===== config.mk =====
export PLATFORM = sky130hd
export DESIGN_NAME = coderom_loader_flat
export DESIGN_NICKNAME = d
export VERILOG_FILES = /design/src/rtl/coderom_loader_pkg.sv /design/src/rtl/coderom_loader_if.sv /design/src/rtl/coderom_loader_cksum.sv /design/src/rtl/coderom_loader.sv /design/src/flat_wrapper.sv
export SDC_FILE = /design/constraint.sdc
export NUM_CORES = 1
export LEC_CHECK = 0
export ABC_AREA = 1
export CAP_MARGIN = 15
export CORE_ASPECT_RATIO = 0.5
export CORE_MARGIN = 1.5
export CORE_UTILIZATION = 46
export DETAILED_ROUTE_END_ITERATION = 6
export GPL_TIMING_DRIVEN = 0
export PLACE_DENSITY = 0.84
export REMOVE_ABC_BUFFERS = 1
export SETUP_SLACK_MARGIN = 0.1
export SLEW_MARGIN = 40
export SYNTH_ARGS = -nofsm -noshare
export SYNTH_HDL_FRONTEND = slang
export SYNTH_HIERARCHICAL = 1
export SYNTH_SLANG_ARGS = --single-unit
export TNS_END_PERCENT = 30

===== constraint.sdc =====
create_clock -name clk -period 1.45 [get_ports clk]
set_input_delay 0.2175 -clock clk [delete_from_list [all_inputs] [get_ports clk]]
set_output_delay 0.2175 -clock clk [all_outputs]
set_load 0.005 [all_outputs]

===== src/rtl/coderom_loader_pkg.sv =====
//============================================================================
// Module  : coderom_loader_pkg
// Brief   : Shared geometry, FSM encodings and bank indices for the loader.
// Revision: 1.0 - initial release
//============================================================================
`default_nettype none

package coderom_loader_pkg;

   localparam int CODEROM_AW   = 13;
   localparam int CODEROM_NIMG = 8;

   localparam logic [1:0] ST_IDLE  = 2'd0;
   localparam logic [1:0] ST_LOAD  = 2'd1;
   localparam logic [1:0] ST_CKSUM = 2'd2;
   localparam logic [1:0] ST_DONE  = 2'd3;

   // Bit positions in wr_sel; stream image index equals bank index.
   localparam int ROM0L = 0;
   localparam int ROM0H = 1;
   localparam int ROM1L = 2;
   localparam int ROM1H = 3;
   localparam int ROM2L = 4;
   localparam int ROM2H = 5;
   localparam int ROM3L = 6;
   localparam int ROM3H = 7;

endpackage

`default_nettype wire


===== src/rtl/coderom_loader_if.sv =====
//============================================================================
// Module  : coderom_loader_if
// Brief   : Host byte stream plus bank write bus of the code ROM loader.
// Revision: 1.0 - initial release
//============================================================================
`default_nettype none

interface coderom_loader_if
   import coderom_loader_pkg::*;
#(
   parameter int AW   = CODEROM_AW,
   parameter int DW   = 8,
   parameter int NIMG = CODEROM_NIMG
);
   logic [DW-1:0]   in_data;
   logic            in_valid;
   logic            in_ready;
   logic            wr_en;
   logic [AW-1:0]   wr_addr;
   logic [DW-1:0]   wr_data;
   logic [NIMG-1:0] wr_sel;

   modport master (
      output in_data, in_valid,
      input  in_ready, wr_en, wr_addr, wr_data, wr_sel
   );

   modport slave (
      input  in_data, in_valid,
      output in_ready, wr_en, wr_addr, wr_data, wr_sel
   );
endinterface

`default_nettype wire


===== src/rtl/coderom_loader_cksum.sv =====
//============================================================================
// Module  : coderom_loader_cksum
// Brief   : Modulo-2^DW byte accumulator with clear, add and compare.
// Revision: 1.0 - initial release
//============================================================================
`default_nettype none

module coderom_loader_cksum #(
   parameter int DW = 8
) (
   input  logic          clk,
   input  logic          reset,
   input  logic          clr_i,
   input  logic          add_i,
   input  logic [DW-1:0] data_i,
   output logic          match_o
);
   logic [DW-1:0] sum_q;

   always_ff @(posedge clk or posedge reset) begin
      if (reset) begin
         sum_q <= '0;
      end else if (clr_i) begin
         sum_q <= '0;
      end else if (add_i) begin
         sum_q <= sum_q + data_i;
      end
   end

   assign match_o = (sum_q == data_i);
endmodule

`default_nettype wire


===== src/rtl/coderom_loader.sv =====
//============================================================================
// Module  : coderom_loader
// Brief   : Fills the eight code ROM byte banks from a host byte stream and
//           holds the CPU in reset until the last write has landed.
//           Optional per-image checksum: CODEROM_LOADER_CKSUM_EN.
// Revision: 1.0 - initial release
//============================================================================
`default_nettype none

module coderom_loader
   import coderom_loader_pkg::*;
#(
   parameter int AW   = CODEROM_AW,
   parameter int NIMG = CODEROM_NIMG,
   parameter int DW   = 8
) (
   input  logic             clk,
   input  logic             reset,
   input  logic             start_i,
   coderom_loader_if.slave  bus,
   output logic             cpu_hold_o,
   output logic             done_o,
   output logic             err_o
);
   localparam int            IW        = (NIMG > 1) ? $clog2(NIMG) : 1;
   localparam logic [AW-1:0] ADDR_LAST = '1;
   localparam logic [IW-1:0] IMG_LAST  = IW'(NIMG - 1);

   logic [1:0]      state_q,    state_d;
   logic [AW-1:0]   addr_q,     addr_d;
   logic [IW-1:0]   img_q,      img_d;
   logic            wr_en_q,    wr_en_d;
   logic [AW-1:0]   wr_addr_q,  wr_addr_d;
   logic [DW-1:0]   wr_data_q,  wr_data_d;
   logic [NIMG-1:0] wr_sel_q,   wr_sel_d;
   logic            cpu_hold_q, cpu_hold_d;
   logic            done_q,     done_d;
   logic            accept;
   logic            last_byte;
   logic            restart;

   assign bus.in_ready = (state_q == ST_LOAD) || (state_q == ST_CKSUM);
   assign accept       = bus.in_valid && bus.in_ready;
   assign last_byte    = (addr_q == ADDR_LAST);
   assign restart      = start_i && ((state_q == ST_IDLE) || (state_q == ST_DONE));

   always_comb begin
      state_d    = state_q;
      addr_d     = addr_q;
      img_d      = img_q;
      wr_en_d    = 1'b0;
      wr_addr_d  = wr_addr_q;
      wr_data_d  = wr_data_q;
      wr_sel_d   = wr_sel_q;
      cpu_hold_d = cpu_hold_q;
      done_d     = done_q;
      case (state_q)
         ST_IDLE: begin
            if (start_i) begin
               state_d = ST_LOAD;
               addr_d  = '0;
               img_d   = '0;
            end
         end
         ST_LOAD: begin
            if (accept) begin
               wr_en_d   = 1'b1;
               wr_addr_d = addr_q;
               wr_data_d = bus.in_data;
               wr_sel_d  = NIMG'(1) << img_q;
               addr_d    = addr_q + AW'(1);
               if (last_byte) begin
`ifdef CODEROM_LOADER_CKSUM_EN
                  state_d = ST_CKSUM;
`else
                  if (img_q == IMG_LAST) begin
                     state_d = ST_DONE;
                  end else begin
                     img_d = img_q + IW'(1);
                  end
`endif
               end
            end
         end
`ifdef CODEROM_LOADER_CKSUM_EN
         ST_CKSUM: begin
            if (accept) begin
               if (img_q == IMG_LAST) begin
                  state_d = ST_DONE;
               end else begin
                  state_d = ST_LOAD;
                  img_d   = img_q + IW'(1);
               end
            end
         end
`endif
         ST_DONE: begin
            // done rises one cycle after entry, i.e. after the final wr_en cycle.
            if (start_i) begin
               state_d    = ST_LOAD;
               addr_d     = '0;
               img_d      = '0;
               done_d     = 1'b0;
               cpu_hold_d = 1'b1;
            end else begin
               done_d     = 1'b1;
               cpu_hold_d = 1'b0;
            end
         end
         default: begin
            state_d = ST_IDLE;
         end
      endcase
   end

   always_ff @(posedge clk or posedge reset) begin
      if (reset) begin
         state_q    <= ST_IDLE;
         addr_q     <= '0;
         img_q      <= '0;
         wr_en_q    <= 1'b0;
         wr_addr_q  <= '0;
         wr_data_q  <= '0;
         wr_sel_q   <= '0;
         cpu_hold_q <= 1'b1;
         done_q     <= 1'b0;
      end else begin
         state_q    <= state_d;
         addr_q     <= addr_d;
         img_q      <= img_d;
         wr_en_q    <= wr_en_d;
         wr_addr_q  <= wr_addr_d;
         wr_data_q  <= wr_data_d;
         wr_sel_q   <= wr_sel_d;
         cpu_hold_q <= cpu_hold_d;
         done_q     <= done_d;
      end
   end

`ifdef CODEROM_LOADER_CKSUM_EN
   logic cks_clr;
   logic cks_match;
   logic err_q, err_d;

   assign cks_clr = restart || ((state_q == ST_CKSUM) && accept);

   coderom_loader_cksum #(.DW(DW)) u_cksum (
      .clk     (clk),
      .reset   (reset),
      .clr_i   (cks_clr),
      .add_i   ((state_q == ST_LOAD) && accept),
      .data_i  (bus.in_data),
      .match_o (cks_match)
   );

   always_comb begin
      err_d = err_q;
      if (restart) begin
         err_d = 1'b0;
      end else if ((state_q == ST_CKSUM) && accept && !cks_match) begin
         err_d = 1'b1;
      end
   end

   always_ff @(posedge clk or posedge reset) begin
      if (reset) begin
         err_q <= 1'b0;
      end else begin
         err_q <= err_d;
      end
   end

   assign err_o = err_q;
`else
   assign err_o = 1'b0;
`endif

   assign bus.wr_en   = wr_en_q;
   assign bus.wr_addr = wr_addr_q;
   assign bus.wr_data = wr_data_q;
   assign bus.wr_sel  = wr_sel_q;
   assign cpu_hold_o  = cpu_hold_q;
   assign done_o      = done_q;
endmodule

`default_nettype wire


===== src/flat_wrapper.sv =====
// flat-port wrapper written by rule: the top's interface ports become plain ports
module coderom_loader_flat import coderom_loader_pkg::*;
#(
   parameter int AW   = CODEROM_AW,
   parameter int NIMG = CODEROM_NIMG,
   parameter int DW   = 8
)
  (clk, reset, start_i, cpu_hold_o, done_o, err_o, bus_in_data, bus_in_valid, bus_in_ready, bus_wr_en, bus_wr_addr, bus_wr_data, bus_wr_sel);
  coderom_loader_if #(.AW(AW), .DW(DW), .NIMG(NIMG)) bus_i ();
  input  logic clk;
  input  logic reset;
  input  logic start_i;
  output logic cpu_hold_o;
  output logic done_o;
  output logic err_o;
  input wire logic [$bits(bus_i.in_data)-1:0] bus_in_data;
  input wire logic [$bits(bus_i.in_valid)-1:0] bus_in_valid;
  output wire logic [$bits(bus_i.in_ready)-1:0] bus_in_ready;
  output wire logic [$bits(bus_i.wr_en)-1:0] bus_wr_en;
  output wire logic [$bits(bus_i.wr_addr)-1:0] bus_wr_addr;
  output wire logic [$bits(bus_i.wr_data)-1:0] bus_wr_data;
  output wire logic [$bits(bus_i.wr_sel)-1:0] bus_wr_sel;
  assign bus_i.in_data = bus_in_data;
  assign bus_i.in_valid = bus_in_valid;
  assign bus_in_ready = bus_i.in_ready;
  assign bus_wr_en = bus_i.wr_en;
  assign bus_wr_addr = bus_i.wr_addr;
  assign bus_wr_data = bus_i.wr_data;
  assign bus_wr_sel = bus_i.wr_sel;
  coderom_loader #(.AW(AW), .NIMG(NIMG), .DW(DW)) u_core (.clk(clk), .reset(reset), .start_i(start_i), .bus(bus_i), .cpu_hold_o(cpu_hold_o), .done_o(done_o), .err_o(err_o));
endmodule

[After elaboration in Yosys (flattened, before gate mapping)]
Index checks and enable logic that the tools add are counted.
Word-level totals
  bits in registers: 50
  output and inout bits: 34
Operators by class
  $add $sub $neg: 2
  equality and inequality tests: 10
  shift-type cells: 1
  multiplexer cells: 17
  reduce and logical (&&, ||, !) cells: 9
Operators with widths (number)
  $mux 13: 2
  $pmux 13 s2: 1
  $add 13x1->13 const B: 1
  $eq 13x13->1 const B: 1
  $mux 3: 4
  $mux 2: 4
  $shl 1x3->8 const A: 1
  $ne 2x1->1 const B: 3
  $pmux 3 s2: 1
  $reduce_and 5->1: 1
  $eq 2x2->1 const B: 2
  $mux 1: 4
  $ne 2x2->1 const B: 2
  $pmux 2 s2: 1
  $reduce_and 4->1: 1
  $add 3x1->3 const B: 1
  $eq 3x3->1 const B: 1
  $reduce_and 3->1: 1
  $eq 2x1->1 const B: 1
  $logic_not 2->1: 1
  $reduce_and 2->1: 1
  $reduce_bool 2->1: 1
  $reduce_or 2->1: 1
  $logic_and 1x1->1: 1
  $logic_or 1x1->1: 1

[Depth between registers and ports, before layout]
Gate-level depths: netlist (run 1).
  depth in word-level cells: 5
  depth in mapped cells: 10

[Worst setup path after synthesis (run 1)]
No wires, ideal clock.
  path type: reg2reg
  start: register u_core.state_q[0]
  end: register u_core.addr_q[2]
  data arrival time: 1422 ps
  setup slack: -95 ps
  cell stages (with the launch flop): 10
  buffers on the path: 1
  period minus slack after synthesis: 1545 ps
  cell sequence: dfrtp_1 -> inv_1 -> ha_1 -> nand2_1 -> nand2_1 -> nor2_1 -> buf_4 -> nand2_1 -> o21ai_0 -> a21oi_1
Between the ends
  cells in the longest elaborated chain, start to end: 5
  elaborated cells on any way between the ends: 12
  those cells by class: eq/ne: 5; mux: 1; reduce/logical: 6
Ends and longest elaborated chain
  start: declaration: RTL line coderom_loader.sv:29  | logic [1:0] state_q, state_d;
  start signal: assignment: RTL line coderom_loader.sv:128  | state_q <= state_d;
  $eq 2x1->1 / $eq 2x2->1 (equally long branches): RTL line coderom_loader.sv:42, coderom_loader.sv:57
  $logic_or 1x1->1: RTL line coderom_loader.sv:42  | assign bus.in_ready = (state_q == ST_LOAD) || (state_q == ST_CKSUM);
  $logic_and 1x1->1: RTL line coderom_loader.sv:43  | assign accept = bus.in_valid && bus.in_ready;
  $ne 2x1->1 (no line)
  $reduce_and 3->1 (no line)
  end signal: assignment: RTL line coderom_loader.sv:129  | addr_q <= addr_d;
  end: declaration: RTL line coderom_loader.sv:30  | logic [AW-1:0] addr_q, addr_d;
Parallel ways exist; a longest one is shown, timed or not.
A chain may end at the register's enable or synchronous reset.

[Worst setup path after layout (run 1)]
  start: register u_core.state_q[1]
  end: register u_core.addr_q[12]
Same word-level chain as after synthesis.

==> flow_metrics.env, run 1 <==
export IMPL_first_iter_violations=219
export IMPL_design_area_um2=3460
export IMPL_synthDistinctLibCells=20
export IMPL_path_max_fanout=7
export IMPL_numCtsBuffers=5
export IMPL_cp_cell_sequence="inv_1, ha_4, nand2_2, nand2_4, nor2_4, buf_6, nand2_1, nand2_2, inv_2"
export IMPL_wl_per_cell_um=17.6
export IMPL_rsz0062_at_grt="yes"
export IMPL_area_growth_syn_to_layout_pct=44.5
export IMPL_crit_top_cell="nand2_2"
export IMPL_path_clk_slew_ns=0.09
export IMPL_drc=0
export IMPL_dp_hpwl_um=3510
export IMPL_slew_limit_headroom_pct=60.3
export IMPL_gp_congestion=0.877
export IMPL_grtUsageTotal_pct=26.0
export IMPL_startpoint_type="flip-flop"
export IMPL_htree_levels=2
export IMPL_placed_area_um2=2900
export IMPL_rr_startpoint="u_core/state_q[1]"
export IMPL_drv_slew=0
export IMPL_yosys_warnings=6
export IMPL_clockBufferDepth=2
export IMPL_drt_wl_total_um=7490
export IMPL_critical_path_arrival_ns=1.86
export IMPL_fin_ws_ns=-0.203
export IMPL_start_util_pct=48.1
export IMPL_die_w_um=105
export IMPL_synth_seq_area_share_pct=52.3
export IMPL_violations="negative setup slack"
export IMPL_ys_ff_latch=50
export IMPL_die_area_um2=5670
export IMPL_worstSetupPathType="reg2reg"
export IMPL_num_io_pins=46
export IMPL_cts_tree="yes"
export IMPL_synth_top_cell_area_share_pct=51.2
export IMPL_final_util_pct=69.5
export IMPL_antenna_found_initial=0
export IMPL_hold_viol_final=0
export IMPL_cpMaxStageDelayCell="dfrtp_1"
export IMPL_core_um2=4980
export IMPL_layout_drive_gt1_share_pct=21.4
export IMPL_drv_cap=0
export IMPL_synth_area_leaders="dfrtp_1, nand2_1, ha_1"
export IMPL_layout_common_cells="nand2_1, dfrtp_1, dlygate4sd2_1"
export IMPL_diodes=0
export IMPL_slowest_delay_ns=0.44
export IMPL_ant_nets=0
export IMPL_first_pass_iters=5
export IMPL_rr_worst_depth=9
export IMPL_clk_latency_ns=0.31
export IMPL_hold_buffers=0
export IMPL_netlist_instances=289
export IMPL_setup_viol=44
export IMPL_clkSinkCount=50
export IMPL_io_buffers=44
export IMPL_crit_required_ns=1.66
export IMPL_min_period_over_period_pct=114
export IMPL_die_h_um=54.0
export IMPL_rows=18
export IMPL_irDropWorstVdd_mv=1.07
export IMPL_critPathLaunch="u_core/state_q[1]"
export IMPL_root_buffer="clkbuf_8"
export IMPL_tightest_slew_ns=0.595
export IMPL_leakage_nw=1.72
export IMPL_path_delay_family="simple AND/OR/NAND/NOR gates"
export IMPL_synth_top_area_cell="dfrtp_1"
export IMPL_fmax_mhz=605
export IMPL_grt_pass1_wl_um=11300
export IMPL_num_vias=2382
export IMPL_r2r_end="u_core/addr_q[12]"
export IMPL_hold_class="in2async"
export IMPL_overflow=0
export IMPL_grt_max_degree=36
export IMPL_outcome="finished, violations left"
export IMPL_viasPerCell=5.60
export IMPL_rrSetupSlack_ns=-0.20
export IMPL_path_buf_inv=3
export IMPL_power_density_nw_per_um2=1950
export IMPL_final_common_cell="nand2_1"
export IMPL_finalNetCount=377
export IMPL_avgSynthCellArea_um2=8.28
export IMPL_netlist_area_um2=2390
export IMPL_fin_skew_ns=0.00605
export IMPL_grt_pass1_vias=2334
export IMPL_post_route_min_period_ns=1.65
export IMPL_cp_end_kind="flip-flop"
[metal layers]
layer	track usage, %	up-vias	share of wire [%]
li1	-	1056	-
met5	0	-	0
met2	46.4	137	50
met4	7.99	0	2.8
met1	33.4	1161	39
met3	4.48	28	8.1
[area by class of cell]
type / instances / area [um2]
timing repair inverter: 1 / 7.51
timing repair buffer: 63 / 609
tap: 70 / 87.6
inverter: 34 / 140
multi-input combinational: 199 / 1220
clock inverter: 2 / 60.1
clock buffer: 6 / 82.6
sequential: 50 / 1250
fill: 318 / 1520
[worst max path at each step]
stage                                  to  depth (start not counted)  slack (ns)
detailed placement       u_core/addr_q[8]                          9       -0.65
finish                  u_core/addr_q[12]                          9       -0.20
floorplan           u_core/bus.wr_addr[0]                          5       -0.62
global placement    u_core/bus.wr_addr[0]                          5       -1.11
global route             u_core/addr_q[8]                         10       -0.28
CTS                      u_core/addr_q[8]                          9       -0.15
[worst register-to-register path, delay by kind of cell, from the launching register on]
kind,cells,cell delay [ns]
simple gates,5,0.61
flops,1,0.44
fa+ha+maj,1,0.22
buf+inv,3,0.30
[timing repair]
| action | 4_1_cts | 5_1_grt |
|---|---|---|
| gates resized for setup | 81 | 27 |
| gates cloned | 5 | 0 |
| setup buffers | 16 | 2 |
| setup endpoints to repair | 81 | 49 |
| pin swaps | 17 | 10 |
[state kept, by name, indices dropped and copies added (netlist names)]
signal,flops
u_core/img_q,3
u_core/state_q,2
u_core/cpu_hold_o,1
u_core/bus.wr_addr,13
u_core/bus.wr_data,8
u_core/addr_q,13
u_core/bus.wr_en,1
u_core/bus.wr_sel,8
u_core/done_o,1
[power by group]
group	internal (W)	switching [W]	leakage (nW)
sequential	0.00172	0.000245	0.664
combinational	0.00154	0.00201	0.979
clock	0.000736	0.000484	0.0714
total	0.00400	0.00273	1.72
[stage by stage]
step                      power, W  setup WS, ns  cells  TNS [ns]  hold WS [ns]
final                      0.00673        -0.203    425     -3.70         0.193
after CTS                  0.00619        -0.154    423     -1.62         0.188
after global routing       0.00706        -0.280    425     -6.19         0.213
after detailed placement   0.00395        -0.647    394    -20.62         0.461
after global placement     0.00384         -1.11    393    -78.12         0.460
after floorplan            0.00304        -0.616    279    -17.59         0.327
[synth_stat cells, drive strengths merged]
cell	instances
buf	7
a21oi	2
o21a	1
ha	11
conb	1
o21ai	21
nor2	22
nand2	101
nor3	1
o31ai	6
nand3	12
inv	34
clkbuf	3
dfrtp	49
nand4	17
dfstp	1
[cells by family after synthesis]
group | after synthesis | share of synthesized area [%]
AND/OR/NAND/NOR | 153 | 27.3
buffers and inverters | 44 | 7.47
AO/OA/AOI/OAI | 30 | 7.00
flip-flops | 50 | 52.3
adder cells (fa/ha/maj) | 11 | 5.75
other | 1 | 0.157
Power figures use the tool's default switching activity.
==> run 2: changes to the inputs <==
--- a/config.mk
+++ b/config.mk
@@ -20,4 +20,3 @@
 export SYNTH_HDL_FRONTEND = slang
 export SYNTH_HIERARCHICAL = 1
 export SYNTH_SLANG_ARGS = --single-unit
-export TNS_END_PERCENT = 30
==> flow_metrics.env, run 2 (synthesis gave the netlist of run 1 again) <==
export IMPL_outcome="finished, violations left"
export IMPL_violations="negative setup slack"
export IMPL_post_route_min_period_ns=1.77
export IMPL_crit_top_cell="nand2_1"
export IMPL_crit_required_ns=1.69
export IMPL_overflow=0
export IMPL_first_pass_iters=6
export IMPL_design_area_um2=3750
export IMPL_grtUsageTotal_pct=26.9
export IMPL_dpl_cell_count=394
export IMPL_clockBufferDepth=2
export IMPL_antenna_found_initial=0
export IMPL_rsz0062_at_grt="yes"
export IMPL_irDropWorstVdd_mv=1.42
export IMPL_grt_max_degree=36
export IMPL_num_io_pins=46
export IMPL_path_delay_family="simple AND/OR/NAND/NOR gates"
export IMPL_layout_common_cells="nand2_1, dfrtp_1, dlygate4sd2_1, buf_4, inv_1"
export IMPL_slowest_delay_ns=0.41
export IMPL_cp_end_kind="flip-flop"
export IMPL_die_h_um=54.0
export IMPL_top_usage_layer="met2"
export IMPL_finalNetCount=401
export IMPL_clk_latency_ns=0.31
export IMPL_diodes=0
export IMPL_worstSetupPathType="reg2reg"
export IMPL_num_vias=2717
export IMPL_cp_cell_sequence="inv_2, ha_4, buf_6, nand2_4, nand2_4, nor2_4, nand2_1, nand2_1, nand2_1, nor2_1"
export IMPL_gp_congestion=0.877
export IMPL_drc=0
export IMPL_fin_skew_ns=0.00554
export IMPL_cts_tree="yes"
export IMPL_fin_cells=449
export IMPL_placed_area_um2=2900
export IMPL_first_iter_violations=448
export IMPL_viasPerCell=6.05
export IMPL_numCtsBuffers=5
export IMPL_drt_wl_total_um=9250
export IMPL_area_growth_syn_to_layout_pct=56.5
export IMPL_met2_usage_pct=46.9
export IMPL_drv_cap=0
export IMPL_hold_class="in2async"
export IMPL_rows=18
export IMPL_startpoint_type="flip-flop"
export IMPL_setup_viol=48
export IMPL_layout_drive_gt1_share_pct=30.6
export IMPL_leakage_nw=1.86
export IMPL_ant_nets=0
export IMPL_grt_pass1_wl_um=11600
export IMPL_path_max_fanout=7
export IMPL_final_common_cell="nand2_1"
export IMPL_met1_usage_pct=32.6
export IMPL_wl_per_cell_um=20.6
export IMPL_die_area_um2=5670
export IMPL_htree_levels=2
export IMPL_fin_ws_ns=-0.321
export IMPL_drv_slew=0
export IMPL_min_period_over_period_pct=122
export IMPL_grt_pass1_vias=2425
export IMPL_io_buffers=44
export IMPL_cpMaxStageDelayCell="dfrtp_1"
export IMPL_slew_limit_headroom_pct=59.9
export IMPL_die_w_um=105
export IMPL_clkSinkCount=50
export IMPL_path_clk_slew_ns=0.09
export IMPL_critical_path_arrival_ns=2.01
export IMPL_power_density_nw_per_um2=2000
export IMPL_fmax_mhz=565
export IMPL_start_util_pct=48.1
export IMPL_root_buffer="clkbuf_8"
export IMPL_tightest_slew_ns=0.601
export IMPL_dp_hpwl_um=3510
export IMPL_path_buf_inv=2
export IMPL_gr_usage_met3_pct=5.81
export IMPL_core_um2=4980
export IMPL_hold_viol_final=0
==> run 2: cell types whose count changed in the layout (fill, tap and decap cells not counted), sizes merged <==
| cell | change |
|---|---|
| buf | +24 |
==> run 2: worst paths after layout <==
check	end	slack [ns]	cells after the start	from
setup / recovery	u_core/addr_q[3]	-0.32	10	u_core/state_q[0]
hold / removal	u_core/bus.wr_data[6]	0.20	2	reset
setup reg to reg	u_core/addr_q[3]	-0.32	10	u_core/state_q[0]
hold reg to reg	u_core/bus.wr_addr[1]	0.49	2	u_core/bus.wr_addr[1]
max in group asynchronous	u_core/cpu_hold_o	0.72	3	reset
min in group clk	u_core/bus.wr_data[5]	0.43	3	bus_in_data[5]
==> run 2: stage by stage <==
stage | util [%] | hold slack (ns) | power, W | TNS [ns] | worst slack [ns]
after global placement | 57.7 | 0.460 | 0.00384 | -78.12 | -1.11
after global routing | 75.3 | 0.206 | 0.00776 | -9.29 | -0.376
final | 75.3 | 0.202 | 0.00749 | -7.57 | -0.321
after detailed placement | 58.2 | 0.461 | 0.00395 | -20.62 | -0.647
after CTS | 69.8 | 0.188 | 0.00636 | -1.61 | -0.150
after floorplan | - | 0.327 | 0.00304 | -17.59 | -0.616
==> run 2: worst reg2reg max path, cell delays in order (launching register included) <==
cell	delay (ns)
dfrtp_1	0.41
inv_2	0.09
ha_4	0.21
buf_6	0.13
nand2_4	0.06
nand2_4	0.07
nor2_4	0.27
nand2_1	0.16
nand2_1	0.10
nand2_1	0.08
nor2_1	0.11
==> run 2: routing by layer <==
layer,up-vias,wire (um)
li1,1100,-
met1,1301,3550
met2,229,4170
met3,87,958
met4,0,564
met5,-,0
==> run 2: area by class of cell <==
type | count | area (um2)
sequential | 50 | 1250
clock inverter | 2 | 60.1
timing repair buffer | 87 | 788
tap | 70 | 87.6
timing repair inverter | 1 | 7.51
fill | 286 | 1230
inverter | 34 | 148
multi-input combinational | 199 | 1320
clock buffer | 6 | 82.6
==> run 2: timing repair <==
action,4_1_cts,5_1_grt
endpoints found under the setup margin,81,49
resized for setup,85,57
endpoints found under the hold margin,0,0
pin swaps,19,15
buffers inserted,30,12
hold buffers,0,0
cloned,5,0
==> run 2: report_power, final <==
group | internal, W | total (W) | switching [W]
logic | 0.00189 | 0.00426 | 0.00237
clock network | 0.000736 | 0.00124 | 0.000505
registers | 0.00172 | 0.00199 | 0.000266
total | 0.00435 | 0.00749 | 0.00314
==> run 3: changes to the inputs <==
--- a/config.mk
+++ b/config.mk
@@ -12,6 +12,7 @@
 export CORE_UTILIZATION = 46
 export DETAILED_ROUTE_END_ITERATION = 6
 export GPL_TIMING_DRIVEN = 0
+export HOLD_SLACK_MARGIN = 0.05
 export PLACE_DENSITY = 0.84
 export REMOVE_ABC_BUFFERS = 1
 export SETUP_SLACK_MARGIN = 0.1
==> results of run 3 <==
No change in the layout: final DEF, timing and power equal those of run 2.
